===== config.mk =====
export PLATFORM = sky130hd
export DESIGN_NAME = irq_ctrl
export DESIGN_NICKNAME = d
export VERILOG_FILES = /design/src/rtl/irq_ctrl.sv
export SDC_FILE = /design/constraint.sdc
export NUM_CORES = 1
export LEC_CHECK = 0
export BUFFER_PORTS_ARGS = -buffer_cell sky130_fd_sc_hd__buf_2
export CAP_MARGIN = 40
export CORE_UTILIZATION = 51
export CTS_CLUSTER_DIAMETER = 80
export DETAILED_ROUTE_END_ITERATION = 10
export PLACE_DENSITY = 0.9
export SLEW_MARGIN = 20
export SYNTH_ARGS = -nofsm -noshare
export SYNTH_HDL_FRONTEND = slang
export SYNTH_SLANG_ARGS = --single-unit

===== constraint.sdc =====
create_clock -name clk -period 3.19 [get_ports clk]
set_clock_uncertainty 0.2 [all_clocks]
set_input_delay 0.638 -clock clk [delete_from_list [all_inputs] [get_ports clk]]
set_output_delay 0.638 -clock clk [all_outputs]
set_load 0.01 [all_outputs]

===== src/rtl/irq_ctrl.sv =====
// irq_ctrl: six-source interrupt controller with a four-word register window
// (ACK, MASK, PEND, EDGE). Sources are edge- or level-sensitive per bit, and
// the raw pending bits are latched into the PEND register.
//
// An IDLE/ACTIVE/HOLD state machine captures a service vector and presents it
// on hwint until software writes ACK. After the ACK, hwint is held low for
// QUIET_CYC cycles.
//
// Optional feature, macro IRQ_PRIO_EN: when defined, the service vector keeps
// only the lowest-index pending-and-enabled bit. When it is undefined, all such
// bits are serviced together.
module irq_ctrl #(
  parameter int unsigned QUIET_CYC = 3,
  parameter logic [31:0] BASE      = 32'h0000_7F20
) (
  input  logic        clk,
  input  logic        reset,
  input  logic [5:0]  src,
  input  logic [31:0] pr_a,
  input  logic        pr_we,
  input  logic [31:0] pr_wd,
  output logic [31:0] pr_rd,
  output logic [5:0]  hwint
);

  typedef enum logic [1:0] {IDLE, ACTIVE, HOLD} state_t;

  localparam logic [3:0] QUIET = 4'(QUIET_CYC);

  state_t      state_reg;
  logic [5:0]  mask_reg;
  logic [5:0]  edge_reg;
  logic [5:0]  pend_reg;
  logic [5:0]  pend_next;
  logic [5:0]  prev_reg;
  logic [5:0]  svc_reg;
  logic [3:0]  cnt_reg;
  logic [5:0]  hwint_reg;
  logic [5:0]  svc_cap;

  // Address decode: the window is four words, and only word-aligned accesses hit it.
  logic       in_win;
  logic [1:0] off;
  logic       wr_ack;
  logic       wr_mask;
  logic       wr_pend;
  logic       wr_edge;
  logic       ack_fire;
  logic       unused_wd;

  assign in_win   = (pr_a[31:4] == BASE[31:4]) && (pr_a[1:0] == 2'b00);
  assign off      = pr_a[3:2];
  assign wr_ack   = pr_we && in_win && (off == 2'd0);
  assign wr_mask  = pr_we && in_win && (off == 2'd1);
  assign wr_pend  = pr_we && in_win && (off == 2'd2);
  assign wr_edge  = pr_we && in_win && (off == 2'd3);
  // ACK only has an effect while a service is in progress.
  assign ack_fire = wr_ack && (state_reg == ACTIVE);
  assign unused_wd = ^pr_wd[31:6];

  // Per-bit pending logic. An edge bit is sticky until it is cleared by W1C or
  // ACK, and a new rising edge in the same cycle wins over the clear. A level
  // bit simply mirrors the source one cycle late.
  generate
    for (genvar gi = 0; gi < 6; gi++) begin : g_pend
      logic rise;
      logic clr;
      assign rise = src[gi] & ~prev_reg[gi];
      assign clr  = (wr_pend & pr_wd[gi]) | (ack_fire & svc_reg[gi]);
      assign pend_next[gi] = edge_reg[gi] ? (rise | (pend_reg[gi] & ~clr))
                                          : src[gi];
    end
  endgenerate

  // Service vector captured on IDLE->ACTIVE.
`ifdef IRQ_PRIO_EN
  logic [5:0] req;
  assign req     = pend_reg & mask_reg;
  assign svc_cap = req & (~req + 6'd1);
`else
  assign svc_cap = pend_reg & mask_reg;
`endif

  // Software-visible registers and the source previous-sample register.
  always_ff @(posedge clk) begin
    if (reset) begin
      mask_reg <= '0;
      edge_reg <= '0;
      pend_reg <= '0;
      prev_reg <= '0;
    end else begin
      prev_reg <= src;
      pend_reg <= pend_next;
      if (wr_mask) mask_reg <= pr_wd[5:0];
      if (wr_edge) edge_reg <= pr_wd[5:0];
    end
  end

  // Service FSM: capture, hold until ACK, then quiet period before re-arming.
  always_ff @(posedge clk) begin
    if (reset) begin
      state_reg <= IDLE;
      svc_reg   <= '0;
      cnt_reg   <= '0;
      hwint_reg <= '0;
    end else begin
      case (state_reg)
        IDLE: begin
          hwint_reg <= '0;
          if ((pend_reg & mask_reg) != 6'd0) begin
            svc_reg   <= svc_cap;
            hwint_reg <= svc_cap;
            state_reg <= ACTIVE;
          end
        end
        ACTIVE: begin
          if (wr_ack) begin
            hwint_reg <= '0;
            cnt_reg   <= QUIET;
            state_reg <= HOLD;
          end
        end
        HOLD: begin
          hwint_reg <= '0;
          if (cnt_reg <= 4'd1) begin
            cnt_reg   <= '0;
            state_reg <= IDLE;
          end else begin
            cnt_reg <= cnt_reg - 4'd1;
          end
        end
        default: begin
          state_reg <= IDLE;
          hwint_reg <= '0;
        end
      endcase
    end
  end

  assign hwint = hwint_reg;

  // Combinational read mux; out-of-window and ACK reads return zero.
  always_comb begin
    pr_rd = 32'd0;
    if (in_win) begin
      case (off)
        2'd1:    pr_rd = {26'd0, mask_reg};
        2'd2:    pr_rd = {26'd0, pend_reg};
        2'd3:    pr_rd = {26'd0, edge_reg};
        default: pr_rd = 32'd0;
      endcase
    end
  end

endmodule

==> metrics.txt <==
status completed; Worst Path Arrival 1910 ps; Power Total 1.07 mW; ANT cells 0; final setup fails 0; number of synthesized flops with an enable pin 0; Netlist cell types 48; mapped cell area 0.00248 sq mm; top achievable clock speed 365 MHz; die area 0.00516 sq mm; Fillers 421; area share of the largest cell type after synthesis 33.8%; CTS tree done; Pwr Density 382 mW/mm^2; Skew-Pair Late Insertion Delay 300 ps; RSZ-0062 raised after global routing false; Max VDD drop 0.000174 V; drt pass-1 iters 5; CTS clk-pin slew, worst paths 80 ps; final worst setup slack 447 ps; number of DRC markers in iteration 0 271; # IOs 111; initial antenna violation count 0; pre-CTS setup slack 487 ps; vias in the first global route 2179; first-pass GRT wire length 10.0 mm; main area contributors after synthesis dfxtp_1 (34%), buf_4 (8.8%), nand2_1 (5.4%); Worst Path Required 2350 ps; syn avg cell area 8.57 sq um; CTS HTree Levels 2; Synth Area in Compound Gates 20.1%; Initial Util 53.0%; total core area 0.00469 sq mm; hold_buf cts 0; simple-gate share of the synthesized area 29.6%; Routed WL per cell 14.9 microns; TNS Setup 0 ps; drt via density 5.96; Die H 71.8 microns; Detail Route Antenna Nets 0; CTS root buf clkbuf_8; area leader, netlist dfxtp_1; Die X-Extent 71.8 microns; hold crit path type reg2reg; type of origin of the critical path primary input; FP Rows 25; global route overflow 0; CP Capture Type output pin; Final Instance Area 0.00280 sq mm; Synth Area in Adders 1.01%; min Tclk post-route 2740 ps; MaxCap Viol Count 0; Layout Nets 417; drt drc 0; CTS sink count 42; Slew Viols, Final 0; Final Hold Viols 0; vias 2367; post-synthesis mux area share 2.72%; setup repair bufs after CTS 0; CP Max Fanout 6; Max-slew headroom 61.8%; kind of critical path in2out; share of layout cells above drive strength 1 25.4%; xor and xnor area share after synthesis 0%; fin crit share 86.0%; post-cts sizing count 0; post-DP HPWL 4.32 mm; main flop type after synthesis dfxtp_1; number of synthesized register bits 42; Final GP Congestion 0.857; Leakage Power 1.14 nW; # port buffers 58; register area share after synthesis 33.8%; gr usage total 24.6%; Yosys warning count 0; R2R setup slack 1560 ps; Slew @ Worst Pin 572 ps; largest net degree at the start of global routing 27; wirelength, routed 5.93 mm; placed cell areas 0.00269 sq mm; cell count after synthesis 290; buffer depth of the longest clock path 2; layout overhead on the synthesized area 12.6%; largest family of logic cells by synthesized area simple AND/OR/NAND/NOR gates; Post-synth ARST share 0%; total CTS buffers 5
## cell type report
class | instances | area, sq um | area share (%)
Multi-Input combinational cell | 224 | 1430 | 51.0
Sequential cell | 42 | 841 | 30.1
Timing Repair Buffer | 64 | 335 | 12.0
Clock buffer | 5 | 68.8 | 2.46
Tap cell | 54 | 67.6 | 2.42
Clock inverter | 3 | 40.0 | 1.43
Inverter | 5 | 18.8 | 0.671
## layout by cell type (no fill, tap or decap), types with 7 or more instances in the layout
cell type  count
conb_1        26
nand2_1       36
o31ai_1       13
a21oi_1       16
buf_2         58
o22ai_1        7
a2bb2oi_1      7
nor2_1        19
a22oi_1        8
nor2b_1       10
dfxtp_1       42
nand4_1       17
## layer usage
layer	vias up	GRT usage, %	share of wire (%)
met3	19	4.22	7.7
met5	-	0	0
met1	1082	31.3	42
met4	0	10.7	2.4
li1	1124	-	-
met2	142	41.0	48
## through the flow
step	hold WS, ps	cells	util (%)
2_1_floorplan	255	315	-
3_3_place_gp	254	389	57.3
3_5_place_dp	259	389	57.3
4_1_cts	274	397	59.6
5_1_grt	297	397	59.6
6_report	272	397	59.6
## critical path, stage by stage
cell and delay [ps]:
buf_2 110, nor4b_4 340, and4_1 290, nand2_1 190
nor2_1 190, buf_2 150
## kinds of logic after synthesis
kind of cell / after synthesis
mux: 6
compound gates: 71
other cells: 1
buf+inv: 49
simple gates: 119
fa+ha+maj: 2
flops: 42
## cell usage after synthesis, types with 2 or more instances
cell / instances
a21oi_1: 16
a22oi_1: 8
a2bb2oi_1: 7
a31oi_1: 2
and2_1: 5
and3_1: 2
and3b_1: 2
and4_1: 2
buf_1: 3
buf_2: 3
buf_4: 29
buf_6: 2
clkbuf_1: 7
dfxtp_1: 42
ha_1: 2
inv_1: 5
mux2_2: 6
nand2_1: 36
nand2b_1: 2
nand3_1: 2
nand4_1: 17
nor2_1: 19
nor2b_1: 10
nor3b_1: 2
nor4_1: 5
nor4_4: 3
nor4b_4: 2
o21ai_0: 3
o22ai_1: 7
o2bb2ai_1: 5
o31ai_1: 13
o41ai_1: 5
## power by group
| part | leakage, nW | total, mW | switching (mW) | internal, mW |
|---|---|---|---|---|
| combinational | 0.738 | 0.108 | 0.0649 | 0.0435 |
| sequential | 0.342 | 0.540 | 0.00706 | 0.533 |
| clock | 0.0579 | 0.420 | 0.190 | 0.230 |
## path summary, 6_finish.rpt
kind,end,depth (start not counted),startpoint
min reg2reg,hwint[4],2,hwint[4]
min,hwint[4],2,hwint[4]
max reg2reg,svc_reg[5],4,state_reg[0]
max,pr_rd[5],6,pr_a[15]
No activity file was read; power rests on OpenSTA's default activity.
